--- config.mk ---
export PLATFORM = sky130hd
export DESIGN_NAME = dvp_frame_transmitter
export DESIGN_NICKNAME = d
export VERILOG_FILES = /design/src/rtl/dvp_frame_transmitter.sv
export SDC_FILE = /design/constraint.sdc
export NUM_CORES = 1
export LEC_CHECK = 0
export CORE_ASPECT_RATIO = 2
export CORE_MARGIN = 1.5
export CORE_UTILIZATION = 50
export CTS_CLUSTER_SIZE = 24
export DETAILED_ROUTE_END_ITERATION = 10
export MAX_ROUTING_LAYER = met4
export PLACE_DENSITY = 0.74
export SLEW_MARGIN = 10
export SYNTH_ARGS = -nofsm -noshare
export SYNTH_HDL_FRONTEND = slang
export SYNTH_SLANG_ARGS = --single-unit
--- constraint.sdc ---
create_clock -name pclk -period 3.9 [get_ports pclk]
set_input_delay 0.39 -clock pclk [delete_from_list [all_inputs] [get_ports pclk]]
set_output_delay 0.39 -clock pclk [all_outputs]
set_load 0.005 [all_outputs]
--- src/rtl/dvp_frame_transmitter.sv ---
// DVP camera-side source: streams RGB565 frame-buffer pixels as an OV7670-style
// vsync/href/byte interface, two bytes per pixel, high byte first.
module dvp_frame_transmitter #(
  parameter int H_ACTIVE    = 640,
  parameter int V_ACTIVE    = 480,
  parameter int H_BLANK     = 144,
  parameter int VSYNC_LINES = 3,
  parameter int V_BACK      = 17,
  parameter int V_FRONT     = 10,
  parameter int ADDR_W      = 19
) (
  input  logic              pclk,
  input  logic              rst,
  input  logic              enable,
  output logic              rd_en,
  output logic [ADDR_W-1:0] rd_addr,
  input  logic [15:0]       rd_data,
  output logic              vsync,
  output logic              href,
  output logic [7:0]        d,
  output logic              frame_done
);

  localparam int L     = H_BLANK + 2 * H_ACTIVE;
  localparam int HC_W  = $clog2(L);
  localparam int V_M1  = (VSYNC_LINES > V_BACK) ? VSYNC_LINES : V_BACK;
  localparam int V_M2  = (V_ACTIVE > V_FRONT) ? V_ACTIVE : V_FRONT;
  localparam int V_MAX = (V_M1 > V_M2) ? V_M1 : V_M2;
  localparam int VC_W  = (V_MAX > 1) ? $clog2(V_MAX) : 1;
  localparam int NPIX  = H_ACTIVE * V_ACTIVE;
  localparam logic H_BLANK_ODD = (H_BLANK % 2) != 0;

  typedef enum logic [2:0] {IDLE, VS, VBP, ACT, VFP} state_t;

  state_t          state, state_n;
  logic [HC_W-1:0] hcnt, hcnt_n;
  logic [VC_W-1:0] vcnt, vcnt_n;
  logic            line_end, state_end, frame_end;
  logic            vsync_n, href_n, rd_en_n, frame_done_n;
  logic            rd_valid;
  logic [15:0]     pix;

  function automatic logic has_lines(state_t s);
    case (s)
      VS:      return VSYNC_LINES > 0;
      VBP:     return V_BACK > 0;
      ACT:     return V_ACTIVE > 0;
      VFP:     return V_FRONT > 0;
      default: return 1'b1;
    endcase
  endfunction

  function automatic logic [VC_W-1:0] last_line(state_t s);
    case (s)
      VS:      return VC_W'(VSYNC_LINES - 1);
      VBP:     return VC_W'(V_BACK - 1);
      ACT:     return VC_W'(V_ACTIVE - 1);
      VFP:     return VC_W'(V_FRONT - 1);
      default: return '0;
    endcase
  endfunction

  // The frame ends in the last vertical region that actually has lines.
  function automatic logic is_last_state(state_t s);
    case (s)
      VFP:     return V_FRONT > 0;
      ACT:     return V_FRONT == 0 && V_ACTIVE > 0;
      VBP:     return V_FRONT == 0 && V_ACTIVE == 0 && V_BACK > 0;
      VS:      return V_FRONT == 0 && V_ACTIVE == 0 && V_BACK == 0;
      default: return 1'b0;
    endcase
  endfunction

  function automatic state_t succ(state_t s);
    case (s)
      VS:      return VBP;
      VBP:     return ACT;
      ACT:     return VFP;
      default: return IDLE;
    endcase
  endfunction

  function automatic state_t skip_empty(state_t s);
    state_t n = s;
    for (int i = 0; i < 4; i++) begin
      if (!has_lines(n)) n = succ(n);
    end
    return n;
  endfunction

  // Outputs are decoded from the next position so they register in step with it.
  always_comb begin
    // NOTE: every always_comb output gets a default first so no path leaves it unassigned (no latch).
    state_n   = state;
    hcnt_n    = hcnt;
    vcnt_n    = vcnt;
    line_end  = hcnt == HC_W'(L - 1);
    state_end = line_end && (vcnt == last_line(state));
    frame_end = state_end && is_last_state(state);

    if (state == IDLE) begin
      if (enable) begin
        state_n = skip_empty(VS);
        hcnt_n  = '0;
        vcnt_n  = '0;
      end
    end else if (line_end) begin
      hcnt_n = '0;
      if (state_end) begin
        vcnt_n = '0;
        if (frame_end) state_n = enable ? skip_empty(VS) : IDLE;
        else           state_n = skip_empty(succ(state));
      end else begin
        vcnt_n = vcnt + 1'b1;
      end
    end else begin
      hcnt_n = hcnt + 1'b1;
    end

    vsync_n      = state_n == VS;
    href_n       = (state_n == ACT) && (hcnt_n >= HC_W'(H_BLANK));
    rd_en_n      = (state_n == ACT) && (hcnt_n >= HC_W'(H_BLANK - 2)) &&
                   (hcnt_n <= HC_W'(L - 4)) && (hcnt_n[0] == H_BLANK_ODD);
    frame_done_n = (state_n != IDLE) && (hcnt_n == HC_W'(L - 1)) &&
                   (vcnt_n == last_line(state_n)) && is_last_state(state_n);
  end

  // NOTE: sequential state uses non-blocking assignments so every register samples pre-edge values.
  always_ff @(posedge pclk or posedge rst) begin
    if (rst) begin
      state      <= IDLE;
      hcnt       <= '0;
      vcnt       <= '0;
      vsync      <= 1'b0;
      href       <= 1'b0;
      rd_en      <= 1'b0;
      rd_addr    <= '0;
      rd_valid   <= 1'b0;
      pix        <= '0;
      d          <= '0;
      frame_done <= 1'b0;
    end else begin
      state      <= state_n;
      hcnt       <= hcnt_n;
      vcnt       <= vcnt_n;
      vsync      <= vsync_n;
      href       <= href_n;
      rd_en      <= rd_en_n;
      frame_done <= frame_done_n;
      rd_valid   <= rd_en;

      if (rd_en) begin
        rd_addr <= (rd_addr == ADDR_W'(NPIX - 1)) ? '0 : rd_addr + 1'b1;
      end else if (state == IDLE) begin
        rd_addr <= '0;
      end

      // High byte comes straight from the returning read; low byte from the hold copy.
      if (rd_valid) pix <= rd_data;
      if (!href_n)       d <= 8'h00;
      else if (rd_valid) d <= rd_data[15:8];
      else               d <= pix[7:0];
    end
  end

endmodule

* After elaboration in Yosys (flattened, before gate mapping)
Cells that the tools add are included.
Storage, ports and cells: flip-flop bits (word level) 63, input port bits 19, output and inout port bits 31, logic and storage cells 106
Operators by class: add/sub/neg operators 3, $lt $le $gt $ge 3, eq/ne operators 25, multiplexer cells 51, bitwise operators 1, reduce and logical (&&, ||, !) cells 12
Operators by type and width (number):
- two-way mux 3 bit | 25
- case mux 9 bit (4 select lines) | 2
- two-way mux 19 bit | 3
- case mux 3 bit (3 select lines) | 5
- equality test 3 x 2 -> 1 bit (second input constant) | 12
- two-way mux 9 bit | 4
- two-way mux 11 bit | 3
- equality test 11 bit (second input constant) | 2
- greater-or-equal comparator 11 x 8 -> 1 bit (second input constant) | 2
- adder 19 x 1 -> 19 bit (second input constant) | 1
- equality test 19 bit (second input constant) | 1
- equality test 3 x 1 -> 1 bit (second input constant) | 6
- equality test 9 bit | 2
- two-way mux 8 bit | 2
- adder 11 x 1 -> 11 bit (second input constant) | 1
- less-or-equal comparator 11 bit (second input constant) | 1
- adder 9 x 1 -> 9 bit (second input constant) | 1
- logical AND 1 bit | 9
- two-way mux 1 bit | 7
- equality test 3 bit (second input constant) | 2
- zero test 3 bit | 1
- nonzero test 3 bit | 1
- nonzero test 2 bit | 1
- inverter 1 bit | 1

* Depth between registers and ports, before layout
depth after elaboration 42, gate-level depth with buffers 11, gate-level depth less buffers 9

* Worst setup path after synthesis
No wires, ideal clock.
path kind flip-flop to flip-flop, start register hcnt[5], end register frame_done, library setup time 0.096 ns, arrival 2.816 ns, data required time 3.804 ns, setup slack 0.989 ns, stages on the path, launching flop included 9, path buffers 0, period minus slack after synthesis 2.911 ns, path through dfrtp_1 > or4b_4 > nor4_4 > nand2_2 > nor3_2 > mux2_2 > a31oi_1 > or4b_1 > nor4_2
Between the ends: word-level cells in the longest chain between the ends 12, elaborated cells on any way between the ends 26, classes of those cells add/sub: 1; eq/ne: 7; mux: 12; reduce/logical: 6
RTL lines:
- from (decl) | line 36 | logic [HC_W-1:0] hcnt, hcnt_n;
- from (signal assigned) | line 144 | hcnt <= hcnt_n;
- equality test 11 bit | line 97 | line_end = hcnt == HC_W'(L - 1);
- logical AND 1 bit | line 98 | state_end = line_end && (vcnt == last_line(state));
- logical AND 1 bit | line 99 | frame_end = state_end && is_last_state(state);
- two-way mux 3 bit | line 111 | if (frame_end) state_n = enable ? skip_empty(VS) : IDLE;
- two-way mux 3 bit | line 109 | if (state_end) begin
- two-way mux 3 bit | line 107 | end else if (line_end) begin
- two-way mux 3 bit | line 101 | if (state == IDLE) begin
- equality test 3 bit, or another cell as far along | line 54, 65
- case mux 9 bit (4 select lines) | line 54 | case (s)
- equality test 9 bit | line 125 | (vcnt_n == last_line(state_n)) && is_last_state(state_n);
- logical AND 1 bit | line 124 | frame_done_n = (state_n != IDLE) && (hcnt_n == HC_W'(L - 1)) &&
- logical AND 1 bit (*) | line 125
- named net frame_done_n | line 39 | logic vsync_n, href_n, rd_en_n, frame_done_n;
- to (signal assigned) | line 149 | frame_done <= frame_done_n;
- to (decl) | line 21 | output logic frame_done
The timed path passes the listed nets; every way through them passes the cells marked *. A chain may end at the register's enable or synchronous reset.

* Final worst setup path
start register hcnt[0], end register frame_done
The elaborated chain is that of the path after synthesis.

==> impl_metrics.csv <==
group,metric,value,unit
status,outcome,"completed",
worst_setup_path,cp-endpoint,"frame_done",
power_and_ir_drop,p_per_area,419,nW/um^2
timing,skew,6.69,ps
timing,fin_crit_sh,84.3,%
synthesis,synth.distinct_cells,60,
worst_setup_path,startpoint_type,"flip-flop",
drt,drt-total-wl,8370,um
grt,track_usage,25.8,%
synthesis,yosysWarnings,0,
placement,dp_worst_setup_slack,623,ps
grt,overflow,0,
final_layout,fin_area,4300,sq um
drt,remaining_drc_errors,0,
clocking,cts_root_buf,"clkbuf_16",
timing,drv_slew,0,
synthesis,synth_most_common_cell,"dfrtp_1",
power_and_ir_drop,power_frac_seq,41.1,%
worst_setup_path,r2r_slack,610,ps
synthesis,ys_seq_area_share,46.4,%
final_layout,antenna_cells,0,
drt,ant_nets,0,
worst_setup_path,arrival,3530,ps
synthesis,synth_edf_count,0,
timing,worst-slew-pin-transition,1120,ps
timing,slew_headroom,25.4,%
worst_setup_path,path_max_fanout,8,
drt,vias,3070,
power_and_ir_drop,swShare,26.2,%
power_and_ir_drop,leakage,1.79,nW
worst_setup_path,worstPathRequired,4140,ps
floorplanning,die_area,7330,sq um
power_and_ir_drop,p_total,1.80,mW
timing,hold_violations,0,
worst_setup_path,r2r-start,"hcnt[0]",
timing,fmax,304,MHz
min_path,hold_class,"flip-flop to flip-flop",
clocking,postCtsSetupBuffers,0,
placement,place_area,3970,sq um
clocking,clkTransAtPathRegs,50,ps
synthesis,synth.area.top_cells,"dfrtp_1 46%, nand2_1 6.4%, o21ai_0 5.6%",
synthesis,async_flop_share,100,%
timing,setup_viol,0,
flow_run,maxCapViolations,0,
grt,antenna_found_initial,0,
synthesis,ys_seq_elements,63,
synthesis,netlist_area,3400,sq um
floorplanning,num_io_pins,50,
timing,post-route-min-period,3290,ps
clocking,ctsResizeCount,0,
final_layout,area_growth,26.5,%
synthesis,syn_inst,373,
floorplanning,core_region_area,6570,sq um
grt,grt_max_degree,44,
clocking,cts_buffers,9,
floorplanning,fp.dieW,61.3,um
synthesis,syn_nets,395,
timing,whs,473,ps
worst_setup_path,r2r-end,"frame_done",
synthesis,netlist_top_cells_count,"63 x dfrtp_1, 58 x nand2_1, 38 x o21ai_0",
floorplanning,initial_core_util,51.7,%
floorplanning,die_y,120,um
drt,dr.pass1.iters,4,
clocking,clkSinkCount,63,
drt,drtIter0Drc,249,
power_and_ir_drop,ir_drop,0.000305,V
drt,vias_per_cell,5.94,
floorplanning,rows,42,
power_and_ir_drop,pwr-share-clk,47.7,%
worst_setup_path,crit_start,"hcnt[0]",
clocking,clkLatencyLatePin,340,ps
clocking,postCtsHoldBufs,0,
grt,grt_pass1_vias,2992,
clocking,cts_tree,"built",
drt,post_drt_wl_per_cell,16.2,um
placement,place_hpwl,6040,um
clocking,htreeDepth,3,
final_layout,layout.nets,446,
clocking,clockBufferDepth,2,
timing,rsz0062_at_grt,"false",
synthesis,syn_area_per_cell,9.10,sq um
placement,place_congestion,0.927,
timing,setup_slack,611,ps
timing,fin_setup_tns,0,ps
synthesis,yosys_most_used_dff,"dfrtp_1",
grt,grt_pass1_wl,13700,um
power_and_ir_drop,intPower,1.33,mW
power_and_ir_drop,power_switching,0.471,mW
worst_setup_path,cp-end-kind,"flip-flop",
synthesis,synth_top_area_share,46.4,%
synthesis,yosysTopAreaCell,"dfrtp_1",
worst_setup_path,r2r_cells,9,
placement,io_buffers,49,
final_layout,drive_gt1_share,9.79,%
power_and_ir_drop,power_frac_comb,11.1,%
worst_setup_path,path_class,"flip-flop to flip-flop",
cell families after synthesis:
family	after synthesis	synth area share, %
XOR/XNOR	5	1.29
AO/OA/AOI/OAI	88	16.9
adder cells (fa/ha/maj)	3	1.11
flip-flops	63	46.4
multiplexers	2	0.737
AND/OR/NAND/NOR	189	30.6
buffers and inverters	23	2.87
how the worst min path moves through the flow:
| stage | start | depth (start not counted) | to |
|---|---|---|---|
| global placement | pix[7] | 2 | pix[7] |
| finish | pix[7] | 2 | pix[7] |
| floorplan | pix[0] | 2 | pix[0] |
| detailed placement | pix[7] | 2 | pix[7] |
| CTS | pix[7] | 2 | pix[7] |
| global route | pix[0] | 2 | pix[0] |
routing by layer:
layer | vias up | global-route usage, % | part of all wire, %
li1 | 1454 | - | -
met1 | 1485 | 26.3 | 37
met2 | 101 | 43.3 | 55
met3 | 30 | 5.39 | 4.0
met4 | 0 | 14.7 | 4.8
met5 | - | - | 0
critical path: stages (launching register included):
cell and delay (ps):
dfrtp_1 410, ha_1 260, nand3_1 230, nor4_4 360, nand2_2 150, nor3_2 450, mux2_2 390, a31oi_1 240
or4b_1 480, nor4_2 220
stage by stage:
stage	std cells	utilization, %
after floorplan	373	-
after global placement	501	60.5
after detailed placement	501	60.5
after CTS	517	65.4
after global routing	517	65.4
final	517	65.4
area by class of cell:
class,instances,area [sq um]
clock inverters,7,97.6
inverters,10,37.5
multi-input cells,287,1730
flip-flops and latches,63,1580
fillers,571,2270
clock buffers,9,225
well taps,88,110
repair buffers,53,520
sequential cells by signal, indices dropped and copies added (netlist names), 3 cells and up:
signal and count:
pix 8, hcnt 11, d 8, rd_addr 19
state 3, vcnt 9
cells in the final DEF, fill, tap and decap left out, types with 3 or more instances in the layout:
master	instances
ha_1	3
a21oi_1	14
and4_1	3
clkdlybuf4s50_1	49
and3_1	11
dfrtp_1	63
nor3_2	3
a31oi_1	6
nor4_1	3
nor3_1	13
nand2b_1	19
o41ai_1	3
nand2_1	58
inv_1	9
nor2_1	23
or3_1	5
clkbuf_16	9
o21ai_0	38
buf_4	4
nand4_1	6
nand3_1	17
xor2_1	3
o211ai_1	5
nor2b_1	5
o31ai_1	5
power by group through the flow:
stage	clock network [mW]	registers, mW	logic (mW)
floorplan	0	0.736	0.136
finish	0.859	0.740	0.200
global route	0.900	0.747	0.220
global placement	0	0.748	0.194
CTS	0.872	0.738	0.200
detailed placement	0	0.750	0.198
Note: power is estimated with default switching activity, not from simulation.
